===== src/rtl/sobol_rng_lsz_gen_if.sv =====
// Handshake and direction-vector load bus for the Sobol generator.
//
// Valid/ready: a sample transfers on every rising clk edge where rng_valid
// and rng_ready are both high. The producer holds rng_out stable while
// rng_valid is high and rng_ready is low. The consumer may raise or lower
// rng_ready in any cycle. rng_valid never depends on rng_ready.
interface sobol_rng_lsz_gen_if #(
    parameter int WIDTH    = 8,
    parameter int LOGWIDTH = $clog2(WIDTH)
);
    logic                dv_we;
    logic [LOGWIDTH-1:0] dv_addr;
    logic [WIDTH-1:0]    dv_data;
    logic                start;
    logic                stop;
    logic                rng_ready;
    logic                rng_valid;
    logic [WIDTH-1:0]    rng_out;
    logic [LOGWIDTH-1:0] lsz_idx;
    logic                wrap;
    logic                busy;

    // Consumer / configuration side
    modport master (
        output dv_we, dv_addr, dv_data, start, stop, rng_ready,
        input  rng_valid, rng_out, lsz_idx, wrap, busy
    );

    // Generator side
    modport slave (
        input  dv_we, dv_addr, dv_data, start, stop, rng_ready,
        output rng_valid, rng_out, lsz_idx, wrap, busy
    );
endinterface


===== src/rtl/sobol_rng_lsz_gen.sv =====
// Sobol sequence generator. A counter walks through 2^WIDTH values; on each
// accepted sample the direction vector picked by the least-significant-zero
// position of the counter is XORed into the output. Direction vectors are
// loaded at run time while idle, so one block serves any Sobol dimension.
// The FSM state is visible on busy (LOAD=0, RUN=1).
module sobol_rng_lsz_gen #(
    parameter int WIDTH    = 8,
    parameter int LOGWIDTH = $clog2(WIDTH)
) (
    input logic                clk,
    input logic                rst,
    sobol_rng_lsz_gen_if.slave bus
);
    localparam logic [0:0] ST_LOAD = 1'b0;
    localparam logic [0:0] ST_RUN  = 1'b1;

    logic [0:0]          state;
    logic [WIDTH-1:0]    cnt;
    logic [WIDTH-1:0]    rng_q;
    logic                wrap_q;
    logic [WIDTH-1:0]    dv [WIDTH];

    logic [WIDTH-1:0]    inacc;
    logic [WIDTH-1:0]    oh;
    logic [LOGWIDTH-1:0][WIDTH-1:0] enc_terms;
    logic [LOGWIDTH-1:0] lsz;
    logic                last;
    logic                fire;
    logic                dv_addr_ok;

    // Zero-accumulator chain: inacc[i] is high once any bit at or below i is zero;
    // the first rising position of the chain is the least-significant zero.
    assign inacc[0] = ~cnt[0];
    assign oh[0]    = inacc[0];
    generate
        for (genvar i = 1; i < WIDTH; i++) begin : g_chain
            assign inacc[i] = inacc[i-1] | ~cnt[i];
            assign oh[i]    = inacc[i-1] ^ inacc[i];
        end
    endgenerate

    // One-hot to binary: index bit b is the OR of every one-hot line whose
    // position has bit b set. An all-ones counter gives oh=0 and index 0.
    generate
        for (genvar b = 0; b < LOGWIDTH; b++) begin : g_enc
            for (genvar i = 0; i < WIDTH; i++) begin : g_term
                if (((i >> b) & 1) == 1) begin : g_on
                    assign enc_terms[b][i] = oh[i];
                end else begin : g_off
                    assign enc_terms[b][i] = 1'b0;
                end
            end
            assign lsz[b] = |enc_terms[b];
        end
    endgenerate

    assign last       = &cnt;
    assign fire       = (state == ST_RUN) & bus.rng_ready;
    assign dv_addr_ok = 32'(bus.dv_addr) < WIDTH;

    // Direction-vector table: written only while idle, frozen during a run.
    always_ff @(posedge clk) begin
        if (rst) begin
            for (int k = 0; k < WIDTH; k++) begin
                dv[k] <= '0;
            end
        end else if (state == ST_LOAD && bus.dv_we && dv_addr_ok) begin
            dv[bus.dv_addr] <= bus.dv_data;
        end
    end

    // Run control, counter and sample update; a step on the last counter
    // value restarts the sequence at 0 and flags wrap for one cycle.
    always_ff @(posedge clk) begin
        if (rst) begin
            state  <= ST_LOAD;
            cnt    <= '0;
            rng_q  <= '0;
            wrap_q <= 1'b0;
        end else begin
            wrap_q <= 1'b0;
            case (state)
                ST_LOAD: begin
                    if (bus.start) begin
                        state <= ST_RUN;
                        cnt   <= '0;
                        rng_q <= '0;
                    end
                end
                ST_RUN: begin
                    if (fire) begin
                        if (last) begin
                            rng_q  <= '0;
                            cnt    <= '0;
                            wrap_q <= 1'b1;
                        end else begin
                            rng_q <= rng_q ^ dv[lsz];
                            cnt   <= cnt + 1'b1;
                        end
                    end
                    if (bus.stop) begin
                        state <= ST_LOAD;
                    end
                end
                default: state <= ST_LOAD;
            endcase
        end
    end

    assign bus.rng_valid = (state == ST_RUN);
    assign bus.busy      = (state == ST_RUN);
    assign bus.rng_out   = rng_q;
    assign bus.lsz_idx   = lsz;
    assign bus.wrap      = wrap_q;
endmodule

===== src/flat_wrapper.sv =====
// flat-port wrapper written by rule: the top's interface ports become plain ports
module sobol_rng_lsz_gen_flat 
#(
    parameter int WIDTH    = 8,
    parameter int LOGWIDTH = $clog2(WIDTH)
)
  (clk, rst, bus_dv_we, bus_dv_addr, bus_dv_data, bus_start, bus_stop, bus_rng_ready, bus_rng_valid, bus_rng_out, bus_lsz_idx, bus_wrap, bus_busy);
  sobol_rng_lsz_gen_if #(.WIDTH(WIDTH), .LOGWIDTH(LOGWIDTH)) bus_i ();
  input logic clk;
  input logic rst;
  input wire logic [$bits(bus_i.dv_we)-1:0] bus_dv_we;
  input wire logic [$bits(bus_i.dv_addr)-1:0] bus_dv_addr;
  input wire logic [$bits(bus_i.dv_data)-1:0] bus_dv_data;
  input wire logic [$bits(bus_i.start)-1:0] bus_start;
  input wire logic [$bits(bus_i.stop)-1:0] bus_stop;
  input wire logic [$bits(bus_i.rng_ready)-1:0] bus_rng_ready;
  output wire logic [$bits(bus_i.rng_valid)-1:0] bus_rng_valid;
  output wire logic [$bits(bus_i.rng_out)-1:0] bus_rng_out;
  output wire logic [$bits(bus_i.lsz_idx)-1:0] bus_lsz_idx;
  output wire logic [$bits(bus_i.wrap)-1:0] bus_wrap;
  output wire logic [$bits(bus_i.busy)-1:0] bus_busy;
  assign bus_i.dv_we = bus_dv_we;
  assign bus_i.dv_addr = bus_dv_addr;
  assign bus_i.dv_data = bus_dv_data;
  assign bus_i.start = bus_start;
  assign bus_i.stop = bus_stop;
  assign bus_i.rng_ready = bus_rng_ready;
  assign bus_rng_valid = bus_i.rng_valid;
  assign bus_rng_out = bus_i.rng_out;
  assign bus_lsz_idx = bus_i.lsz_idx;
  assign bus_wrap = bus_i.wrap;
  assign bus_busy = bus_i.busy;
  sobol_rng_lsz_gen #(.WIDTH(WIDTH), .LOGWIDTH(LOGWIDTH)) u_core (.clk(clk), .rst(rst), .bus(bus_i));
endmodule

===== config.mk =====
export PLATFORM = sky130hd
export DESIGN_NAME = sobol_rng_lsz_gen_flat
export DESIGN_NICKNAME = d
export VERILOG_FILES = /design/src/rtl/sobol_rng_lsz_gen_if.sv /design/src/rtl/sobol_rng_lsz_gen.sv /design/src/flat_wrapper.sv
export SDC_FILE = /design/constraint.sdc
export NUM_CORES = 1
export LEC_CHECK = 0
export ABC_AREA = 0
export CAP_MARGIN = 20
export CORE_MARGIN = 3
export CORE_UTILIZATION = 38
export DETAILED_ROUTE_END_ITERATION = 10
export SYNTH_ARGS = -nofsm -noshare
export SYNTH_HDL_FRONTEND = slang
export SYNTH_SLANG_ARGS = --single-unit

===== constraint.sdc =====
create_clock -name clk -period 4.1 [get_ports clk]
set_clock_uncertainty 0.2 [all_clocks]
set_input_delay 1.23 -clock clk [delete_from_list [all_inputs] [get_ports clk]]
set_output_delay 1.23 -clock clk [all_outputs]
set_load 0.02 [all_outputs]

==> flow_metrics.tcl <==
set metrics [dict create \
    clk_pin_slew_ps 80 \
    total_power_w 0.001822 \
    min_path_type "flop to flop" \
    drt-initial-drc-count 134 \
    synthArstFlopShare_pct 0 \
    path_class "flop to output port" \
    fin_crit_sh_pct 95.08 \
    cts_tree "built" \
    drtAntennaViolNets 0 \
    synth.mux.area_fraction_pct 0.5079 \
    cts-buffers-inserted 9 \
    ys_ff_latch 82 \
    core_sq_um 10510 \
    fin_nets 434 \
    start_util_pct 39.85 \
    cts_hold_buf 0 \
    reg2reg_from "u_core.cnt[0]$_SDFFE_PP0P_" \
    worstRegToRegCells 8 \
    post-place-cells 538 \
    avgSynthCellArea_sq_um 10.91 \
    hold_depth 2 \
    required_ps 2670 \
    tns_ps 0 \
    p_per_area_nw_per_um2 385.0 \
    path_max_fanout 9 \
    timing.slew.headroom_pct 57.35 \
    syn_to_final_growth_pct 13.00 \
    stdcell_count 554 \
    synth-simple-area-share_pct 23.99 \
    dieHeight_um 111.0 \
    final_hold_viol_count 0 \
    die_width_um 111.0 \
    drv_cap 0 \
    syn_area_sq_um 4188 \
    synth.distinct_cells 53 \
    portBuffers 30 \
    vias 3026 \
    status "complete, no violations" \
    yosysMostFrequentCell "and2_1" \
    via_per_inst 5.462 \
    min_from "u_core.bus.rng_out[3]$_SDFFE_PP0P_" \
    p_leak_nw 1.689 \
    diodes 0 \
    end_kind "output port" \
    dp_hpwl_um 7479 \
    synth-xor-area-share_pct 0 \
    cp.arrival_ps 2470 \
    post-synth-top-area-cell "edfxtp_1" \
    tightest_slew_ps 638.6 \
    synth_compound_area_share_pct 15.15 \
    cts-root-buf "clkbuf_8" \
    fin_area_sq_um 4732 \
    ys_warn_count 0 \
    placed_area_sq_um 4531 \
    remaining_drc_errors 0 \
    avgRoutedWirePerCell_um 18.80 \
    synth-adder-area-share_pct 1.195 \
    fmax_mhz 256.5 \
    htree_levels 3 \
    firstDrtPassIters 4 \
    cts_buffer_depth 2 \
    finalWorstPathRequiredPeriod_ps 3898 \
    io-pin-count 31 \
    worst_setup_path_start_kind "flop" \
    synth_edf_count 64 \
    clk_latency_ps 370 \
    grt_start_max_net_pins 33 \
    grtUsageTotal_pct 17.46 \
    drive_gt1_share_pct 10.77 \
    syn-num-nets 405 \
    dieArea_sq_um 12320 \
    num_rows 37 \
    synthTopCellsByArea "edfxtp_1 (46%), and2_1 (9.7%), dfxtp_1 (8.6%)" \
    yosys-top-cells-count "and2_1 (65), edfxtp_1 (64), nand3_1 (30), nor2_1 (27), o21ai_0 (26)" \
    fin_util_pct 45.03 \
    cts.sinks 82 \
    yosys.area.top_type_share_pct 45.89 \
    place_congestion 0.8284 \
    ys_seq_area_share_pct 54.50 \
    post-cts-setup-buffer-count 0 \
    regToRegSetupSlack_ps 1220 \
    setup_viol 0 \
    antenna_found_initial 0 \
    grt_pass1_wl_um 16210 \
    rsz0062_at_grt "false" \
    ys.flop_type "edfxtp_1" \
    drt-total-wl_um 10420 \
    min_to "u_core.bus.rng_out[3]$_SDFFE_PP0P_" \
    syn_inst 384 \
    r2r_end "u_core.bus.rng_out[2]$_SDFFE_PP0P_" \
    peakVddDrop_v 0.0002204 \
    grt_overflow 0 \
    final_max_slew_viol_count 0 \
    grt_pass1_vias 2885 \
    synth_top_family_by_area "simple AND/OR/NAND/NOR gates" \
]
==> per-layer routing <==
layer	GRT usage, %	wire length [um]
met1	22.11	4580
met4	6.486	280
met2	27.91	4879
met5	0	0
met3	5.622	677
==> worst max-delay path, cell delays in order, from the launching register on <==
cell and delay [ps]:
dfxtp_1 430, ha_1 240, ha_2 270, nand3_1 130
a21o_2 240, nand2_2 160, clkdlybuf4s50_1 630
==> state kept, by name (all words and copies together), names as in the netlist <==
signal,flops
u_core.bus.rng_out,8
u_core.cnt,8
u_core.bus.busy,1
u_core.dv,64
u_core.bus.wrap,1
==> where the power goes <==
part / internal, W / leakage [nW] / total, W / switching (W)
Sequential: 0.000951 / 0.798 / 0.000987 / 0.0000363
Clock: 0.000285 / 0.0943 / 0.000596 / 0.000311
Combinational: 0.000112 / 0.797 / 0.000239 / 0.000126
==> worst max-delay path by stage <==
stage | from | cells after the start | endpoint | slack (ps)
6_report | u_core.cnt[0]$_SDFFE_PP0P_ | 6 | bus_lsz_idx[0] | 200
2_1_floorplan | u_core.cnt[0]$_SDFFE_PP0P_ | 5 | bus_lsz_idx[1] | 1170
3_3_place_gp | bus_dv_we | 5 | u_core.dv[5][0]$_SDFFCE_PN0P_ | 570
5_1_grt | u_core.cnt[0]$_SDFFE_PP0P_ | 6 | bus_lsz_idx[0] | 30
4_1_cts | u_core.cnt[0]$_SDFFE_PP0P_ | 6 | bus_lsz_idx[0] | 140
3_5_place_dp | bus_dv_we | 5 | u_core.dv[5][4]$_SDFFCE_PN0P_ | 520
==> final cells by class <==
| class | instances | area [sq um] |
|---|---|---|
| Tap cell | 136 | 170.2 |
| Clock buffer | 9 | 123.9 |
| Multi-Input combinational cell | 279 | 1713 |
| Timing Repair Buffer | 37 | 352.8 |
| Inverter | 4 | 15.01 |
| Clock inverter | 7 | 75.07 |
| Sequential cell | 82 | 2282 |
| Fill cell | 963 | 5777 |
==> timing repair <==
| action | 4_1_cts | 5_1_grt |
|---|---|---|
| gates resized for setup | 0 | 1 |
| endpoints found under the hold margin | 0 | 0 |
| endpoints found under the setup margin | 0 | 1 |
==> cell families (layout without fill, tap and decap cells) <==
logic type | count (synthesis) | count (layout)
multiplexers | 2 | 2
AO/OA/AOI/OAI | 93 | 93
adder cells (fa/ha/maj) | 4 | 4
flip-flops | 82 | 82
AND/OR/NAND/NOR | 180 | 180
buffers and inverters | 23 | 57
==> layout by cell type (no fill, tap or decap), types with 8 or more instances in the layout <==
| master | instances |
|---|---|
| nor2_1 | 27 |
| clkdlybuf4s50_1 | 30 |
| edfxtp_1 | 64 |
| a32oi_1 | 8 |
| clkbuf_8 | 9 |
| o21ai_0 | 26 |
| dfxtp_1 | 18 |
| nor4_1 | 9 |
| or2_2 | 8 |
| and2_1 | 65 |
| nand3_1 | 30 |
| a21oi_1 | 16 |
| nand2_1 | 15 |
| a31oi_1 | 16 |
==> metrics by stage <==
stage	hold slack [ps]	setup slack, ps
6_report	318.7	201.5
5_1_grt	339.6	34.31
4_1_cts	321.1	141.0
3_5_place_dp	298.5	519.6
3_3_place_gp	289.4	573.0
2_1_floorplan	304.6	1167
(Power assumes the default switching activity.)
